File: src/rtl/reg_bus_mst.sv
// reg_bus_mst: register-bus initiator for the CPU side of the register bank.
// Takes single read/write commands over a valid/ready handshake, issues the
// one-cycle write strobe or the (RD_LAT+1)-cycle read strobe, captures the
// OR-merged read data, and returns exactly one response per command.
// Commands never overlap: a new command is only taken in IDLE.
module reg_bus_mst #(
  parameter int DW     = 8,
  parameter int AW     = 8,
  parameter int RD_LAT = 0
) (
  input  logic          i_clk,
  input  logic          i_rst,
  input  logic          i_cmd_vld,
  output logic          o_cmd_rdy,
  input  logic          i_cmd_wr,
  input  logic [AW-1:0] i_cmd_addr,
  input  logic [DW-1:0] i_cmd_wdata,
  input  logic          i_test_mode_status,
  input  logic          i_cfg_mode_status,
  output logic          o_wen,
  output logic          o_ren,
  output logic [AW-1:0] o_addr,
  output logic [DW-1:0] o_wdata,
  input  logic [DW-1:0] i_rdata,
  output logic          o_rsp_vld,
  input  logic          i_rsp_rdy,
  output logic [DW-1:0] o_rsp_rdata,
  output logic          o_rsp_err,
  output logic          o_busy
);

  typedef enum logic [1:0] {
    IDLE = 2'd0,
    WR   = 2'd1,
    RD   = 2'd2,
    RSP  = 2'd3
  } state_t;

  // RD_LAT is limited to 0..3, so a 2-bit down-counter covers every hold length.
  localparam logic [1:0] RD_LAT_C = 2'(RD_LAT);

  state_t     state;
  state_t     state_nxt;
  logic [1:0] lat_cnt;
  logic       accept;
  logic       mode_ok;

  // Ready is the only output decoded straight from the state register.
  assign o_cmd_rdy = (state == IDLE);
  assign accept    = i_cmd_vld & o_cmd_rdy;
  assign mode_ok   = i_test_mode_status | i_cfg_mode_status;

  // Next-state decode; mode status only matters in the accept cycle.
  always_comb begin
    state_nxt = state;
    case (state)
      IDLE: begin
        if (accept) begin
          if (!mode_ok)      state_nxt = RSP;
          else if (i_cmd_wr) state_nxt = WR;
          else               state_nxt = RD;
        end
      end
      WR:      state_nxt = RSP;
      RD:      if (lat_cnt == 2'd0) state_nxt = RSP;
      RSP:     if (i_rsp_rdy) state_nxt = IDLE;
      default: state_nxt = IDLE;
    endcase
  end

  // State register plus strobes/flags registered from the next state, so each
  // strobe is high exactly while the FSM sits in its matching state.
  always_ff @(posedge i_clk) begin
    if (i_rst) begin
      state     <= IDLE;
      o_wen     <= 1'b0;
      o_ren     <= 1'b0;
      o_rsp_vld <= 1'b0;
      o_busy    <= 1'b0;
    end else begin
      state     <= state_nxt;
      o_wen     <= (state_nxt == WR);
      o_ren     <= (state_nxt == RD);
      o_rsp_vld <= (state_nxt == RSP);
      o_busy    <= (state_nxt != IDLE);
    end
  end

  // Command capture, read-hold counting and response payload; address and
  // write data persist until the next accepted command.
  always_ff @(posedge i_clk) begin
    if (i_rst) begin
      o_addr      <= '0;
      o_wdata     <= '0;
      o_rsp_rdata <= '0;
      o_rsp_err   <= 1'b0;
      lat_cnt     <= 2'd0;
    end else if (accept) begin
      o_addr      <= i_cmd_addr;
      o_wdata     <= i_cmd_wdata;
      o_rsp_rdata <= '0;
      o_rsp_err   <= ~mode_ok;
      lat_cnt     <= RD_LAT_C;
    end else if (state == RD) begin
      if (lat_cnt == 2'd0) o_rsp_rdata <= i_rdata;
      else                 lat_cnt     <= lat_cnt - 2'd1;
    end
  end

endmodule

File: config.mk
export PLATFORM = sky130hd
export DESIGN_NAME = reg_bus_mst
export DESIGN_NICKNAME = d
export VERILOG_FILES = /design/src/rtl/reg_bus_mst.sv
export SDC_FILE = /design/constraint.sdc
export NUM_CORES = 1
export LEC_CHECK = 0
export ABC_AREA = 1
export CORE_MARGIN = 5
export CORE_UTILIZATION = 36
export DETAILED_ROUTE_END_ITERATION = 8
export PLACE_DENSITY = 0.77
export SKIP_CTS_REPAIR_TIMING = 1
export SYNTH_ARGS = -nofsm -noshare
export SYNTH_HDL_FRONTEND = slang
export SYNTH_SLANG_ARGS = --single-unit
File: constraint.sdc
create_clock -name i_clk -period 1.3 [get_ports i_clk]
set_clock_uncertainty 0.1 [all_clocks]
set_input_delay 0.26 -clock i_clk [delete_from_list [all_inputs] [get_ports i_clk]]
set_output_delay 0.26 -clock i_clk [all_outputs]
set_load 0.02 [all_outputs]
==> reports/results.ini, run 1 <==
[setup_path]
end_kind = primary output
rrSetupSlack_ns = 0.04
crit_family = flip-flops
crit_path_max_fanout = 2
cp_slowest_cell = dfxtp_1
worstPathRequired_ns = 0.94
reg2reg_depth = 8
crit_start = o_wdata[1]
crit_chain = dlymetal6s2s_1
critPathKind = flip-flop to primary output
rr_startpoint = state[1]
crit_path_max_incr_delay_ns = 0.34
cp_num_buf_inv = 1
startpoint_type = flip-flop
r2r-end = o_rsp_vld
cp_data_arrival_time_ns = 0.92

[logic_synthesis]
yosys.area.top_type_share_pct = 51.56
synth-seq-cells = 33
synth_nets = 196
avgSynthCellArea_um2 = 7.812
synth_area_leaders = dfxtp_1 52%, nor2_1 11%, nand2_1 6.4%, o21ai_0 5.5%, inv_1 4.4%
yosysTopAreaCell = dfxtp_1
syn_area_um2 = 1281
yosysWarnings = 0
ys_seq_area_share_pct = 51.56
yosysUniqueCellTypes = 19
synth_cells = 164

[detailed_routing]
via_count = 1241
drt-initial-drc-count = 50
routed_wl_um = 3411
viasPerCell = 4.354
drc = 0
antenna_left = 0
firstDrtPassIters = 4
routedWlPerCell_um = 11.97

[grt]
grt_max_degree = 19
grt_pass1_wl_um = 5244
grt_usage_pct = 13.35
grt.met1_usage_pct = 14.91
grt_use_met3_pct = 5.362
met2_usage_pct = 22.67
antenna_found_initial = 0
globalRouteOverflowTotal = 0
grt_pass1_vias = 1146
grt_busiest_layer = met2

[power]
pwr_density_cell_nw_per_um2 = 1459
vdd_ir_drop_max_v = 0.0007776
p_leak_nw = 1.037

[cts]
cts_sinks = 33
clk_latency_ns = 0.32
cts_tree = built
clock_tree.buffer_depth = 2
cts_root_buf = clkbuf_4
htree_levels = 2
clk_pin_slew_worst_paths_ns = 0.10
cts_buffers = 5

[finish]
multi_input_area_um2 = 538.0
layout-drive-gt1-share_pct = 25.52
final_core_util_pct = 61.39
nNetsFinal = 270
area_growth_syn_to_layout_pct = 62.40
insertedDiodeCount = 0
fillers = 317
final_cells = 285
final_cell_area_um2 = 2081
regArea_um2 = 664.4

[min_path]
min_path_type = flip-flop to flip-flop
hp-start = o_rsp_rdata[1]
whs_endpoint = o_rsp_rdata[1]
worstHoldPathCells = 2

[job]
drv_cap = 0

[sta]
rsz0062_at_grt = true
fin_crit_sh_pct = 98.17
timing.final.ws_setup_ns = 0.02382
tightest_slew_ns = 0.2587
slew_violations = 0
fmax_ghz = 0.7836
layout_min_cycle_time_ns = 1.276
slew_headroom_pct = 82.73
setup_violations = 0
hold_violations = 0

[placed_design]
dpl.hpwl_um = 2378
place_ws_ns = -0.1839
gp_congestion = 0.7143
dp.cells = 274
port_buffers = 60
place_area_um2 = 2001

[floorplan]
die_x_um = 69.66
initial_core_util_pct = 37.80
core_region_area_um2 = 3390
num_rows = 21
die_h_um = 69.66
pin_count = 61
dieArea_um2 = 4852

[run_status]
status = completed

==> cells in the mapped netlist <==
cell,count
nor2_8,1
o21ai_1,3
nand3_2,1
buf_4,2
buf_6,2
inv_1,15
dfxtp_1,33
nor2_1,37
nor2_2,2
a21oi_1,10
o21ai_0,14
nand2_2,6
nand2_4,1
nand2_1,22
clkbuf_1,1
buf_2,1
nand3_1,10
inv_2,2
ha_1,1
==> cell type report <==
cell class	instances	share of cell area (%)
Timing Repair Buffer	73	32.05
Inverter	17	3.307
Sequential cell	33	31.93
Clock buffer	7	2.646
Tap cell	46	2.766
Multi-Input combinational cell	108	25.86
Clock inverter	1	1.443
==> state kept, by name (all words and copies together) (netlist names) <==
name and cells:
o_ren 1, o_wen 1, lat_cnt 2, o_wdata 8
o_rsp_vld 1, o_rsp_rdata 8, state 2, o_busy 1
o_addr 8, o_rsp_err 1
==> power by group <==
part | switching (mW) | internal [mW] | total (mW)
logic | 0.566 | 0.467 | 1.03
clock network | 0.331 | 0.459 | 0.791
registers | 0.0619 | 1.15 | 1.21
==> metrics by stage <==
step | hold slack (ns) | TNS (ns) | power (mW)
after detailed placement | 0.3564 | -4.968 | 2.270
final | 0.3670 | 0 | 3.036
after floorplan | 0.3052 | -0.05454 | 1.788
after global placement | 0.3484 | -4.891 | 2.262
after global routing | 0.3954 | -0.1572 | 3.218
after CTS | 0.3709 | -10.66 | 3.062
==> worst max path at each step <==
| stage | endpoint | slack [ns] | depth (start not counted) |
|---|---|---|---|
| floorplan | o_addr[0] | -0.008 | 5 |
| global placement | o_rsp_rdata[0] | -0.18 | 5 |
| detailed placement | lat_cnt[0] | -0.18 | 5 |
| CTS | o_cmd_rdy | -0.46 | 2 |
| global route | o_cmd_rdy | -0.05 | 2 |
| finish | o_wdata[1] | 0.02 | 1 |
==> cells in the final DEF, fill, tap and decap left out, types with 9 or more instances in the layout <==
cell type        count
a21oi_1             10
buf_4                9
clkbuf_2            22
clkdlybuf4s50_1     30
dfxtp_1             30
inv_1               15
nand2_1             21
nand3_1             10
nor2_1              37
o21ai_0             14
==> layer usage <==
metal / up-vias / share of wire [%]
met1: 528 / 42
li1: 661 / -
met3: 5 / 6.5
met4: 0 / 1.3
met2: 47 / 50
met5: - / 0
==> cell families after synthesis <==
group | Yosys count | synth area share, %
adder cells (fa/ha/maj) | 1 | 0.9764
flip-flops | 33 | 51.56
buffers and inverters | 23 | 8.593
AND/OR/NAND/NOR | 80 | 28.32
AO/OA/AOI/OAI | 27 | 10.55
No activity file was read; power rests on OpenSTA's default activity.
==> inputs of run 2 (changes only) <==
Settings changed: ABC_AREA 1 to 0, CORE_UTILIZATION 36 to 35, PLACE_DENSITY 0.77 to 0.76, SLEW_MARGIN set to 20.
==> run 2 against run 1 <==
Effect of this change: the run now ends with setup timing left; synthesized cell count down 15%; critical path depth up 6; non-clock buffer count is 7 higher; sequential power decreased by 4%; sequential cell count unchanged; clock power is 30% lower; critical endpoint is now state[1].
==> reports/results.ini, run 2 <==
[finish]
final_core_util_pct = 64.55  ; was 61.39%
final_cells = 264  ; was 285
area_growth_syn_to_layout_pct = 76.14  ; was 62.40%
final_cell_area_um2 = 2171  ; was 2081 um2
layout_common_cells = 30 x clkdlybuf4s50_1, 29 x dfxtp_1, 27 x clkbuf_2  ; was 37 x nor2_1, 30 x clkdlybuf4s50_1, 30 x dfxtp_1
layout_commonest_cell = clkdlybuf4s50_1  ; was nor2_1
regArea_um2 = 665.6  ; was 664.4 um2
fillers = 295  ; was 317
reg_top3 = o_addr x8, o_rsp_rdata x8, o_wdata x8  ; unchanged
layout-drive-gt1-share_pct = 43.12  ; was 25.52%
nNetsFinal = 249  ; was 270
insertedDiodeCount = 0  ; unchanged
multi_input_area_um2 = 676.9  ; was 538.0 um2

[logic_synthesis]
synth_most_common_cell = nand2_1  ; was nor2_1
synth_nets = 171  ; was 196
ys_seq_area_share_pct = 53.60  ; was 51.56%
synth_edf_count = 0  ; unchanged
synth_area_leaders = dfxtp_1 54%, nand2_1 11%, a21oi_1 7.7%, mux2i_1 6.5%, nor2_1 4.3%  ; was dfxtp_1 52%, nor2_1 11%, nand2_1 6.4%, o21ai_0 5.5%, inv_1 4.4%
yosysUniqueCellTypes = 26  ; was 19
synth_async_sr_flop_share_pct = 0  ; unchanged
ys.flop_type = dfxtp_1  ; unchanged
synthTopCellsByCount = 35 x nand2_1, 33 x dfxtp_1, 19 x a21oi_1  ; was 37 x nor2_1, 33 x dfxtp_1, 22 x nand2_1
yosysTopAreaCell = dfxtp_1  ; unchanged
syn_area_um2 = 1232  ; was 1281 um2
synth-seq-cells = 33  ; unchanged
yosys.area.top_type_share_pct = 53.60  ; was 51.56%
avgSynthCellArea_um2 = 8.866  ; was 7.812 um2
yosysWarnings = 0  ; unchanged
synth_cells = 139  ; was 164

[power]
clkPwrFrac_pct = 20.5  ; was 26.0%
p_sw_share_pct = 33.06  ; was 31.61%
pwr-share-seq_pct = 43.0  ; was 39.9%
vdd_ir_drop_max_v = 0.0007370  ; was 0.0007776 V
comb_power_share_pct = 36.5  ; was 34.1%
p_leak_nw = 1.009  ; was 1.037 nW
total_power_mw = 2.693  ; was 3.036 mW
p_sw_mw = 0.8902  ; was 0.9596 mW
pwr_density_cell_nw_per_um2 = 1240  ; was 1459 nW/um2
p_int_mw = 1.803  ; was 2.076 mW

[sta]
fmax_ghz = 0.6839  ; was 0.7836 GHz
layout_min_cycle_time_ns = 1.462  ; was 1.276 ns
tightest_slew_ns = 0.3116  ; was 0.2587 ns
slew_headroom_pct = 79.15  ; was 82.73%
hold_violations = 0  ; unchanged
timing.final.ws_setup_ns = -0.1622  ; was 0.02382 ns
setup_violations = 33  ; was 0
rsz0062_at_grt = true  ; unchanged
fin_crit_sh_pct = 112.5  ; was 98.17%
slew_violations = 0  ; unchanged

[detailed_routing]
drt-initial-drc-count = 34  ; was 50
firstDrtPassIters = 4  ; unchanged
antenna_left = 0  ; unchanged
drc = 0  ; unchanged
routedWlPerCell_um = 13.40  ; was 11.97 um
routed_wl_um = 3537  ; was 3411 um
viasPerCell = 4.633  ; was 4.354
via_count = 1223  ; was 1,241

[setup_path]
end_kind = flip-flop  ; was primary output
rr_startpoint = state[0]  ; was state[1]
r2r-end = state[1]  ; was o_rsp_vld
crit_path_max_fanout = 6  ; was 2
reg2reg_depth = 7  ; was 8
cp_data_arrival_time_ns = 1.62  ; was 0.92 ns
startpoint_type = flip-flop  ; unchanged
critPathKind = flip-flop to flip-flop  ; was flip-flop to primary output
rrSetupSlack_ns = -0.16  ; was 0.04 ns
crit_start = state[0]  ; was o_wdata[1]
crit_end = state[1]  ; was o_wdata[1]
worstPathRequired_ns = 1.46  ; was 0.94 ns

[cts]
cts_sinks = 33  ; unchanged
cts_tree = built  ; unchanged
htree_levels = 2  ; unchanged
cts_buffers = 5  ; unchanged
cts_root_buf = clkbuf_4  ; unchanged
clock_tree.buffer_depth = 2  ; unchanged
clk_latency_ns = 0.33  ; was 0.32 ns
clk_pin_slew_worst_paths_ns = 0.10  ; about the same

[placed_design]
dpl.hpwl_um = 2471  ; was 2378 um
gp_congestion = 0.8124  ; was 0.7143
dp.cells = 253  ; was 274
place_area_um2 = 2014  ; was 2001 um2
port_buffers = 60  ; unchanged

[floorplan]
core_region_area_um2 = 3363  ; was 3390 um2
pin_count = 61  ; unchanged
num_rows = 21  ; unchanged
die_x_um = 69.34  ; was 69.66 um
die_h_um = 69.34  ; was 69.66 um
dieArea_um2 = 4808  ; was 4852 um2
initial_core_util_pct = 36.64  ; was 37.80%

[min_path]
min_path_type = flip-flop to flip-flop  ; unchanged

[grt]
grt_pass1_wl_um = 5313  ; was 5244 um
antenna_found_initial = 0  ; unchanged
grt_pass1_vias = 1225  ; was 1,146
globalRouteOverflowTotal = 0  ; unchanged
grt_usage_pct = 13.51  ; was 13.35%
grt_max_degree = 24  ; was 19

[run_status]
violations = setup timing
status = complete, but fails checks  ; was completed

[job]
drv_cap = 0  ; unchanged

run 2: cell count changes in the layout (fill, tap and decap cells not counted), moves of 3 or more:
cell / change
a21oi_1: -4
nand2_4: +7
nor2_1: -23
o21ai_0: -13
dlymetal6s2s_1: -4
a21oi_2: +13
nand3_1: -10
clkbuf_2: +5
buf_6: +7
mux2i_1: +8
inv_1: -13
o21ai_1: -3
run 2: worst min path at each step:
stage                              start         end  depth (start not counted)  slack, ns
after floorplan                    i_rst       o_wen                          1       0.22
after global placement        o_wdata[3]  o_wdata[3]                          2       0.34
after detailed placement       o_addr[7]   o_addr[7]                          2       0.35
after CTS                  i_cmd_addr[6]   o_addr[6]                          3       0.36
after global routing      i_cmd_wdata[1]  o_wdata[1]                          3       0.35
final                          o_addr[6]   o_addr[6]                          2       0.36
run 2: layer usage:
metal  global-route usage [%]  up-vias  part of all wire [%]  wire [um]
met5                        0        -                     0          0
met4                    3.905        0                   1.3         46
met3                    7.826        9                   8.0        284
met2                    23.31       49                    52       1848
met1                    13.78      547                    38       1358
li1                         -      618                     -          -
run 2: worst max-delay path, cell delays in order, from the launching register on:
cell	delay, ns
dfxtp_2	0.34
buf_6	0.12
buf_6	0.12
nor3b_4	0.20
buf_6	0.18
buf_12	0.15
a2bb2oi_1	0.06
nor2_1	0.13
run 2: kinds of logic after synthesis:
family	Yosys count	synth area share (%)
flip-flops	33	53.60
AO/OA/AOI/OAI	26	12.18
buffers and inverters	11	4.872
XOR/XNOR	1	0.7108
AND/OR/NAND/NOR	59	21.12
adder cells (fa/ha/maj)	1	1.015
multiplexers	8	6.498
run 2: area by class of cell:
type                            instances  share of cell area (%)
Timing Repair Buffer                   80                   32.62
Multi-Input combinational cell         95                   31.18
Sequential cell                        33                   30.66
Tap cell                               46                   2.651
Clock buffer                            5                   1.729
Clock inverter                          3                  0.8069
Inverter                                2                  0.3458
run 2: power groups by stage:
stage,clock (mW),combinational (mW),sequential [mW]
floorplan,0,0.341,1.28
global placement,0,0.857,1.17
detailed placement,0,0.873,1.18
CTS,0.575,0.877,1.15
global route,0.633,1.05,1.17
finish,0.552,0.983,1.16
run 2: through the flow:
| step | setup slack (ns) | hold slack (ns) | TNS (ns) |
|---|---|---|---|
| final | -0.1622 | 0.3594 | -3.540 |
| after global routing | -0.2385 | 0.3545 | -4.953 |
| after CTS | -0.5588 | 0.3564 | -14.68 |
| after detailed placement | -0.4268 | 0.3461 | -12.78 |
| after global placement | -0.4110 | 0.3412 | -12.01 |
| after floorplan | -0.1715 | 0.2246 | -1.883 |
